`src/rtl/cicero_seq_pkg.sv`:
```
// Shared definitions for the CICERO command sequencer.
// Contents:
//   - opcode values carried in command[3:0]
//   - sequencer state encoding, reported in status[3:0]
//   - bit positions of the status flags
package cicero_seq_pkg;

   localparam logic [3:0] OpNop   = 4'd0;
   localparam logic [3:0] OpWrite = 4'd1;
   localparam logic [3:0] OpRead  = 4'd2;
   localparam logic [3:0] OpStart = 4'd3;
   localparam logic [3:0] OpReset = 4'd4;
   localparam logic [3:0] OpClr   = 4'd5;

   typedef enum logic [3:0] {
      StIdle     = 4'd0,
      StDecode   = 4'd1,
      StMemWr    = 4'd2,
      StMemRd    = 4'd3,
      StEngStart = 4'd4,
      StEngWait  = 4'd5,
      StEngRst   = 4'd6,
      StDone     = 4'd7
   } state_e;

   localparam int unsigned StatBusy    = 4;
   localparam int unsigned StatDone    = 5;
   localparam int unsigned StatError   = 6;
   localparam int unsigned StatTimeout = 7;
   localparam int unsigned StatMatch   = 8;

   // Length of the engine soft-reset pulse in cycles.
   localparam int unsigned EngRstCycles = 4;

endpackage

```
`src/rtl/cicero_cmd_sync.sv`:
```
// Brings the JTAG command register into the system clock domain and detects new commands.
// Ports:
//   clk_i, rst_ni  system clock, asynchronous active-low reset
//   cmd_i          raw command register (tck domain), [31] is the host toggle
//   cmd_valid_o    one-cycle pulse: a new, stable command is present
//   cmd_op_o       synchronized opcode, valid with cmd_valid_o
module cicero_cmd_sync (
   input  logic        clk_i,
   input  logic        rst_ni,
   input  logic [31:0] cmd_i,
   output logic        cmd_valid_o,
   output logic [3:0]  cmd_op_o
);

   logic [31:0] sync1_q, sync2_q, prev_q;
   logic        acc_q, acc_d;

   // A multi-bit word may be caught mid-change; requiring two equal consecutive
   // synchronized samples rejects a torn capture.
   assign cmd_valid_o = (sync2_q[31] != acc_q) && (sync2_q == prev_q);
   assign cmd_op_o    = sync2_q[3:0];

   // The toggle is marked accepted on every detection, executed or not.
   always_comb begin
      acc_d = acc_q;
      if (cmd_valid_o) acc_d = sync2_q[31];
   end

   always_ff @(posedge clk_i or negedge rst_ni) begin
      if (!rst_ni) begin
         sync1_q <= '0;
         sync2_q <= '0;
         prev_q  <= '0;
         acc_q   <= 1'b0;
      end else begin
         sync1_q <= cmd_i;
         sync2_q <= sync1_q;
         prev_q  <= sync2_q;
         acc_q   <= acc_d;
      end
   end

endmodule

```
`src/rtl/cicero_cmd_sequencer.sv`:
```
// Executes host commands from the virtual JTAG register set: instruction-memory
// single-word write/read, engine start and engine soft reset.
// Ports:
//   clk, rst_n                       system clock, asynchronous active-low reset
//   command/address/pointers/data_in JTAG-side command operands (inputs)
//   status, data_out                 polled by JTAG
//   mem_*                            instruction-memory port
//   eng_*                            CICERO engine control / result
// Optional feature: define CICERO_SEQ_TIMEOUT_EN to enable the engine-run watchdog
// (TIMEOUT_CYCLES); otherwise ENG_WAIT waits indefinitely and status[7] stays 0.
module cicero_cmd_sequencer
   import cicero_seq_pkg::*;
#(
   parameter int unsigned MEM_AW         = 9,
   parameter int unsigned DATA_W         = 64,
   parameter int unsigned CC_W           = 32,
   parameter int unsigned MEM_RD_LAT     = 1,
   parameter int unsigned TIMEOUT_CYCLES = 1048576
) (
   input  logic              clk,
   input  logic              rst_n,
   input  logic [31:0]       command,
   input  logic [31:0]       address,
   input  logic [CC_W-1:0]   start_cc_pointer,
   input  logic [CC_W-1:0]   end_cc_pointer,
   input  logic [DATA_W-1:0] data_in,
   output logic [31:0]       status,
   output logic [DATA_W-1:0] data_out,
   output logic [MEM_AW-1:0] mem_addr,
   output logic [DATA_W-1:0] mem_wdata,
   output logic              mem_we,
   output logic              mem_re,
   input  logic [DATA_W-1:0] mem_rdata,
   output logic              eng_start,
   output logic [CC_W-1:0]   eng_start_cc,
   output logic [CC_W-1:0]   eng_end_cc,
   output logic              eng_rst,
   input  logic              eng_done,
   input  logic              eng_accept
);

   state_e            state_q, state_d;
   logic [2:0]        cnt_q, cnt_d;
   logic [3:0]        op_q, op_d;
   logic [MEM_AW-1:0] addr_q, addr_d;
   logic [DATA_W-1:0] wdata_q, wdata_d;
   logic [DATA_W-1:0] rdata_q, rdata_d;
   logic [CC_W-1:0]   scc_q, scc_d, ecc_q, ecc_d;
   logic              busy_q, busy_d, done_q, done_d, error_q, error_d;
   logic              tmo_q, tmo_d, match_q, match_d;
   logic [15:0]       count_q, count_d;
   logic              cmd_valid;
   logic [3:0]        cmd_op;
   logic              tmo_hit;
   logic [31-MEM_AW:0] unused_addr;

   assign unused_addr = address[31:MEM_AW];

   cicero_cmd_sync u_sync (
      .clk_i      (clk),
      .rst_ni     (rst_n),
      .cmd_i      (command),
      .cmd_valid_o(cmd_valid),
      .cmd_op_o   (cmd_op)
   );

`ifdef CICERO_SEQ_TIMEOUT_EN
   localparam int unsigned TmoW = $clog2(TIMEOUT_CYCLES + 1);
   logic [TmoW-1:0] wait_q, wait_d;

   assign wait_d  = (state_q == StEngWait) ? wait_q + 1'b1 : '0;
   assign tmo_hit = (state_q == StEngWait) && (wait_q == TmoW'(TIMEOUT_CYCLES - 1));

   always_ff @(posedge clk or negedge rst_n) begin
      if (!rst_n) wait_q <= '0;
      else        wait_q <= wait_d;
   end
`else
   assign tmo_hit = 1'b0;
`endif

   always_comb begin
      state_d = state_q;
      op_d    = op_q;
      addr_d  = addr_q;
      wdata_d = wdata_q;
      rdata_d = rdata_q;
      scc_d   = scc_q;
      ecc_d   = ecc_q;
      busy_d  = busy_q;
      done_d  = done_q;
      error_d = error_q;
      tmo_d   = tmo_q;
      match_d = match_q;
      count_d = count_q;

      case (state_q)
         StIdle: begin
            if (cmd_valid) begin
               // Operands are stable before the toggle flips, so capture them raw.
               state_d = StDecode;
               op_d    = cmd_op;
               addr_d  = address[MEM_AW-1:0];
               wdata_d = data_in;
               scc_d   = start_cc_pointer;
               ecc_d   = end_cc_pointer;
               busy_d  = 1'b1;
               done_d  = 1'b0;
            end
         end
         StDecode: begin
            case (op_q)
               OpNop:   state_d = StDone;
               OpWrite: state_d = StMemWr;
               OpRead:  state_d = StMemRd;
               OpStart: state_d = StEngStart;
               OpReset: state_d = StEngRst;
               OpClr: begin
                  done_d  = 1'b0;
                  error_d = 1'b0;
                  tmo_d   = 1'b0;
                  match_d = 1'b0;
                  busy_d  = 1'b0;
                  state_d = StIdle;
               end
               default: begin
                  error_d = 1'b1;
                  state_d = StDone;
               end
            endcase
         end
         StMemWr: state_d = StDone;
         StMemRd: begin
            if (cnt_q == 3'(MEM_RD_LAT)) begin
               rdata_d = mem_rdata;
               state_d = StDone;
            end
         end
         StEngStart: state_d = StEngWait;
         StEngWait: begin
            if (eng_done) begin
               match_d = eng_accept;
               state_d = StDone;
            end else if (tmo_hit) begin
               tmo_d   = 1'b1;
               error_d = 1'b1;
               state_d = StEngRst;
            end
         end
         StEngRst: begin
            if (cnt_q == 3'(EngRstCycles - 1)) state_d = StDone;
         end
         StDone: begin
            done_d  = 1'b1;
            busy_d  = 1'b0;
            count_d = count_q + 16'd1;
            state_d = StIdle;
         end
         default: state_d = StIdle;
      endcase

      // A toggle arriving mid-operation is consumed but never executed.
      if (cmd_valid && (state_q != StIdle)) error_d = 1'b1;

      cnt_d = (state_d == state_q) ? cnt_q + 3'd1 : 3'd0;
   end

   always_ff @(posedge clk or negedge rst_n) begin
      if (!rst_n) begin
         state_q <= StIdle;
         cnt_q   <= '0;
         op_q    <= '0;
         addr_q  <= '0;
         wdata_q <= '0;
         rdata_q <= '0;
         scc_q   <= '0;
         ecc_q   <= '0;
         busy_q  <= 1'b0;
         done_q  <= 1'b0;
         error_q <= 1'b0;
         tmo_q   <= 1'b0;
         match_q <= 1'b0;
         count_q <= '0;
      end else begin
         state_q <= state_d;
         cnt_q   <= cnt_d;
         op_q    <= op_d;
         addr_q  <= addr_d;
         wdata_q <= wdata_d;
         rdata_q <= rdata_d;
         scc_q   <= scc_d;
         ecc_q   <= ecc_d;
         busy_q  <= busy_d;
         done_q  <= done_d;
         error_q <= error_d;
         tmo_q   <= tmo_d;
         match_q <= match_d;
         count_q <= count_d;
      end
   end

   assign mem_addr     = addr_q;
   assign mem_wdata    = wdata_q;
   assign mem_we       = (state_q == StMemWr);
   assign mem_re       = (state_q == StMemRd) && (cnt_q == 3'd0);
   assign data_out     = rdata_q;
   assign eng_start    = (state_q == StEngStart);
   assign eng_start_cc = scc_q;
   assign eng_end_cc   = ecc_q;
   assign eng_rst      = (state_q == StEngRst);

   always_comb begin
      status                = '0;
      status[3:0]           = state_q;
      status[StatBusy]      = busy_q;
      status[StatDone]      = done_q;
      status[StatError]     = error_q;
      status[StatTimeout]   = tmo_q;
      status[StatMatch]     = match_q;
      status[31:16]         = count_q;
   end

endmodule

```
`config.mk`:
```
export PLATFORM = sky130hd
export DESIGN_NAME = cicero_cmd_sequencer
export DESIGN_NICKNAME = d
export VERILOG_FILES = /design/src/rtl/cicero_seq_pkg.sv /design/src/rtl/cicero_cmd_sync.sv /design/src/rtl/cicero_cmd_sequencer.sv
export SDC_FILE = /design/constraint.sdc
export NUM_CORES = 1
export LEC_CHECK = 0
export CAP_MARGIN = 20
export CORE_ASPECT_RATIO = 0.5
export CORE_MARGIN = 2
export CORE_UTILIZATION = 29
export DETAILED_ROUTE_END_ITERATION = 6
export GPL_TIMING_DRIVEN = 0
export SLEW_MARGIN = 20
export SYNTH_ARGS = -nofsm -noshare
export SYNTH_HDL_FRONTEND = slang
export SYNTH_HIERARCHICAL = 1
export SYNTH_SLANG_ARGS = --single-unit
export TNS_END_PERCENT = 10
```
`constraint.sdc`:
```
create_clock -name clk -period 2.9 [get_ports clk]
set_clock_uncertainty 0.2 [all_clocks]
set_input_delay 0.58 -clock clk [delete_from_list [all_inputs] [get_ports clk]]
set_output_delay 0.58 -clock clk [all_outputs]
set_load 0.1 [all_outputs]
```
* Word level (Yosys, flattened, before mapping)
Index checks and enable logic that the tools add are counted.
** Word-level totals
- Word-level logic and storage cells :: 73
- Bits in registers :: 329
- Bits of input ports :: 260
** Cells by class
- Add/subtract/negate cells :: 2
- Eq/ne operators :: 21
- Mux-type cells :: 17
- Reduce and logical (&&, ||, !) cells :: 16
** Operators with widths (count)
- 32-bit == test :: 1
- 4-bit one-hot mux with 7 select lines :: 1
- 4-bit by 3-bit == test with 1-bit output (second input constant) :: 6
- 16-bit by 1-bit adder with 16-bit output (second input constant) :: 1
- 4-bit by 2-bit == test with 1-bit output (second input constant) :: 4
- 4-bit two-way mux :: 4
- 3-bit one-hot mux with 5 select lines :: 1
- 4-bit by 1-bit == test with 1-bit output (second input constant) :: 2
- 4-bit zero test :: 2
- 1-bit two-way mux :: 6
- 2-bit != test (second input constant) :: 3
- 1-bit one-hot mux with 3 select lines :: 2
- 2-bit AND reduction :: 3
- 3-bit AND reduction :: 2
- 5-bit OR reduction :: 1
- 4-bit == test :: 1
- 1-bit one-hot mux with 2 select lines :: 2
- 2-bit nonzero test :: 2
- 4-bit nonzero test :: 1
- 3-bit by 1-bit adder with 3-bit output (second input constant) :: 1
- 3-bit by 1-bit == test with 1-bit output (second input constant) :: 1
- 3-bit by 2-bit == test with 1-bit output (second input constant) :: 1
- 1-bit logical AND :: 3
- 3-bit zero test :: 1
- other kinds (4) :: 4

* Longest topological paths before layout
- Word-level depth :: 6
- Gate-level depth with buffers :: 9
- Gate-level depth less buffers :: 8

* By module
The synthesis kept the hierarchy.
** By module, submodules not included
- cicero_cmd_sequencer :: area an instance 9092.5 um^2, seq. area each 5805.6 um^2, cells an instance 591, times used 1
- cicero_cmd_sync :: area an instance 2829.0 um^2, seq. area each 2427.3 um^2, cells an instance 148, times used 1

* Worst setup path after synthesis
OpenSTA, ideal clock, no wires.
- Path type :: reg-to-output
- Start :: register state_q[1]
- End :: output port mem_re
- Required time :: 2.120 ns
- Data arrival time :: 3.656 ns
- Slack :: -1.536 ns
- Stages on the path, launching flop included :: 4
- Cell sequence :: dfrtp_1 > clkbuf_1 > nand3_1 > nor3b_1
** On the way
- Cells in the longest elaborated chain, start to end :: 2
** RTL lines
- start: declaration :: line cicero_cmd_sequencer.sv:42 : state_e state_q, state_d;
- start signal: assignment :: line cicero_cmd_sequencer.sv:170 : state_q <= StIdle;
- start signal: assignment :: line cicero_cmd_sequencer.sv:185 : state_q <= state_d;
- 4-bit by 2-bit == test with 1-bit output :: line cicero_cmd_sequencer.sv:205 : assign mem_re = (state_q == StMemRd) && (cnt_q == 3'd0);
- 1-bit logical AND :: line cicero_cmd_sequencer.sv:205
- end: declaration :: line cicero_cmd_sequencer.sv:32 : output logic mem_re,
No other way between the ends.

* Worst setup path in the final report
- Start :: register wdata_q[8] (netlist: mem_wdata[8])
- End :: output port mem_wdata[8]
** RTL lines
- start: declaration :: line cicero_cmd_sequencer.sv:46 : logic [DATA_W-1:0] wdata_q, wdata_d;
- start signal: assignment :: line cicero_cmd_sequencer.sv:189 : wdata_q <= wdata_d;
- end: declaration :: line cicero_cmd_sequencer.sv:30 : output logic [DATA_W-1:0] mem_wdata,
No word-level cell between the ends.

==> insert_results.sql <==
INSERT INTO impl_metrics (metric_group, metric, value, unit) VALUES
('die', 'floorplan.initialDensity', '29.5', '%'),
('routing', 'avgRoutedWirePerCell', '19.8', 'um'),
('synth', 'synth_cell_type_count', '43', ''),
('finish', 'most_common_cell_after_layout_fill_and_taps_aside', 'dfrtp_1', ''),
('setup_path', 'timing.critical_path.to', 'mem_wdata[8]', ''),
('global_route', 'globalRouteOverflowTotal', '0', ''),
('global_route', 'number_of_antenna_violations_at_the_first_check_in_global_routing', '2', ''),
('cts', 'insertion_delay', '0.56', 'ns'),
('die', 'floorplan.die_area', '42800', 'um^2'),
('synth', 'synthesis.yosys.warnings', '6', ''),
('cts', 'clk_pin_slew_worst_paths', '0.07', 'ns'),
('synth', 'ys_async_sr_fraction', '100', '%'),
('finish', 'post_route_cells_drive_above_1_share', '25.3', '%'),
('die', 'num_rows', '52', ''),
('setup_path', 'critPathArrivalTime', '2.07', 'ns'),
('timing', 'finalHoldViolations', '0', ''),
('global_route', 'grt_start_max_net_pins', '95', ''),
('global_route', 'grt_pass1_vias', '8369', ''),
('place', 'dp.cells', '1755', ''),
('routing', 'drc', '0', ''),
('timing', 'finalCritPeriodShare', '98.4', '%'),
('setup_path', 'worst_r2r_path_depth', '9', ''),
('setup_path', 'rr_startpoint', 'u_sync/sync2_q[7]', ''),
('cts', 'numCtsBuffers', '31', ''),
('setup_path', 'critical_path_class', 'reg -> out', ''),
('cts', 'tritoncts_num_sinks', '329', ''),
('setup_path', 'worst_setup_path_startpoint', 'mem_wdata[8]', ''),
('setup_path', 'worstSetupEndpointType', 'primary output', ''),
('synth', 'synth_seq_cells', '329', ''),
('timing', 'f_max', '350', 'MHz'),
('cts', 'clockBufferDepth', '3', ''),
('place', 'port-buffer-count', '465', ''),
('place', 'dp.final_hpwl', '27.8', 'mm'),
('finish', 'post_layout_nonfiller_instances', '1816', ''),
('pwr', 'irDropWorstVdd', '0.000446', 'V'),
('global_route', 'track_usage', '16.3', '%'),
('die', 'die_height', '147', 'um'),
('setup_path', 'worst_setup_path_start_kind', 'register', ''),
('setup_path', 'worstPathBufferInverterCount', '1', ''),
('routing', 'vias', '7717', ''),
('timing', 'max_slew.worst_pin.slew', '1.08', 'ns'),
('setup_path', 'r2r_setup_slack', '0.16', 'ns'),
('worst_hold_path', 'worst_hold_path_type', 'reg -> reg', ''),
('synth', 'synth_cells', '739', ''),
('setup_path', 'crit_fanout', '2', ''),
('synth', 'syn_avg_cell_area', '16.1', 'um^2'),
('finish', 'fillerInstances', '3606', ''),
('routing', 'detail-route-antenna-nets', '0', ''),
('setup_path', 'worst_r2r_endpoint', 'mem_wdata[1]', ''),
('status', 'run_status', 'complete, no violations', ''),
('routing', 'drt_iter0_markers', '277', ''),
('finish', 'area_delta_synth_final', '56.8', '%'),
('setup_path', 'worstSetupPathDepth', '1', ''),
('timing', 'timing.final.crit_period', '2.85', 'ns'),
('synth', 'netlist_area', '11900', 'um^2'),
('synth', 'ys.flop_type', 'dfrtp_1', ''),
('routing', 'detail_route.vias_per_cell', '4.25', ''),
('routing', 'detail_route.wirelength', '35.9', 'mm'),
('setup_path', 'timing.critical_path.required', '2.12', 'ns'),
('flow_run', 'max-cap-violations', '0', ''),
('setup_path', 'critical-path-slowest-cell', 'clkdlybuf4s50_1', ''),
('die', 'io-pin-count', '497', ''),
('die', 'die-width', '291', 'um'),
('setup_path', 'critPathMaxStageDelay', '1.16', 'ns'),
('timing', 'timing_max_transition_violations_final', '0', ''),
('setup_path', 'cell_family_with_the_largest_share_of_critical_path_delay', 'buffers and inverters', ''),
('finish', 'postLayoutCoreUtil', '46.2', '%'),
('finish', 'post_layout_nets', '1516', ''),
('pwr', 'power.leakage', '0.00858', 'uW'),
('die', 'total_core_area', '40500', 'um^2'),
('routing', 'first_pass_iters', '4', ''),
('pwr', 'design_power_total', '16300', 'uW'),
('timing', 'worst_slew_margin_rel', '28.0', '%'),
('finish', 'most-common-layout-cells', '328 x dfrtp_1, 322 x clkdlybuf4s50_1, 200 x mux2_2, 76 x dlygate4sd2_1, 58 x dlymetal6s2s_1', ''),
('synth', 'yosysSeqAreaShare', '69.1', '%'),
('place', 'finalWeightedCongestion', '0.873', ''),
('setup_path', 'crit_path_cell_trace', 'clkdlybuf4s50_1', ''),
('synth', 'synth_edf_count', '0', ''),
('pwr', 'power_density', '872', 'nW/um^2'),
('timing', 'finalSetupViolations', '0', ''),
('cts', 'clock_tree.root_cell', 'clkbuf_16', ''),
('cts', 'cts_tree', 'built', ''),
('cts', 'clock_tree.htree_level_count', '1', ''),
('global_route', 'wire_length_of_the_first_global_routing_pass', '53.3', 'mm');
-- logic make-up (layout without fill, tap and decap cells) --
kind of cell	Yosys count	in the layout	share of synthesized area [%]
buffers and inverters	51	579	2.53
muxes	207	207	19.5
adders and majority gates	5	5	0.525
AOI/OAI and AO/OA	18	18	0.966
DFF	329	329	69.1
xor gates and xnor gates	47	47	3.45
and+or+nand+nor	81	81	3.89
other	1	10	0.0315
-- per-layer routing --
layer | track usage [%] | wire (um) | vias to the layer above
met3 | 1.97 | 828 | 54
li1 | - | - | 3553
met5 | 0 | 0 | -
met2 | 30.9 | 20100 | 126
met4 | 4.17 | 849 | 0
met1 | 19.7 | 14100 | 3984
-- per-stage QoR --
stage	cell area (um^2)	setup slack (ns)	hold slack (ns)	setup TNS [ns]
detailed placement	17400	-0.880	0.135	-103.02
CTS	18500	0.000230	0.139	0
global route	18700	-0.00761	0.148	-0.00761
finish	18700	0.0450	0.139	0
floorplan	12000	-0.300	0.0844	-0.827
global placement	17300	-12.84	0.135	-4315.99
-- layout make-up --
cell class | count | area [um^2] | share of cell area (%)
clock inverters | 19 | 335 | 1.79
repair buffers | 472 | 4820 | 25.8
inverters | 9 | 33.8 | 0.181
well taps | 540 | 676 | 3.62
multi-input cells | 367 | 3490 | 18.7
diodes | 1 | 2.50 | 0.0134
flip-flops and latches | 329 | 8230 | 44.1
clock buffers | 38 | 832 | 4.45
plain buffers | 41 | 267 | 1.43
-- flip-flops by register name, indices dropped and copies added, names as in the netlist, 3 cells and up --
signal          cells
eng_end_cc         32
u_sync/sync2_q     32
cnt_q               3
count_q            16
mem_wdata          64
mem_addr            9
state_q             4
op_q                4
data_out           64
eng_start_cc       32
u_sync/prev_q      32
u_sync/sync1_q     32
-- power breakdown --
part / total [uW] / switching, uW / internal (uW) / leakage [uW]
clock network: 4690 / 1840 / 2850 / 0.000570
registers: 5510 / 347 / 5160 / 0.00390
logic: 6100 / 4630 / 1470 / 0.00411
-- synthesized netlist by cell type, types with 2 or more instances --
library cell  number  share of area [%]
dfrtp_1          329                 69
nor3_1             8               0.34
o21ai_0            6               0.25
xor2_1            29                2.1
nand2b_1           4               0.21
nor2_1            11               0.35
a21oi_1            4               0.17
xnor2_1           18                1.3
mux2_2           200                 19
nand3_1           12               0.50
mux2_1             6               0.57
nand4_1            6               0.31
buf_4             24                1.5
clkbuf_1           2              0.063
nand2_1           15               0.47
buf_2             16               0.67
inv_1              9               0.28
ha_1               5               0.52
nor4_1             6               0.31
and3_1             2               0.10
nor2b_1            4               0.21
and4b_1            2               0.17
-- worst min-delay path by stage --
stage	cells past startpoint	endpoint	from	slack, ns
2_1_floorplan	0	busy_q	rst_n	0.08
3_3_place_gp	0	u_sync/sync2_q[24]	u_sync/sync1_q[24]	0.13
3_5_place_dp	0	u_sync/sync2_q[12]	u_sync/sync1_q[12]	0.13
4_1_cts	0	u_sync/sync2_q[15]	u_sync/sync1_q[15]	0.14
5_1_grt	0	u_sync/sync2_q[16]	u_sync/sync1_q[16]	0.15
6_report	0	u_sync/sync2_q[15]	u_sync/sync1_q[15]	0.14
-- timing repair --
item	4_1_cts	5_1_grt
endpoints found under the setup margin	229	172
hold buffers	1	0
resized for setup	110	62
pin swaps	3	0
setup buffers	2	1
hold endpoints to repair	83	0
Power figures use the tool's default switching activity.
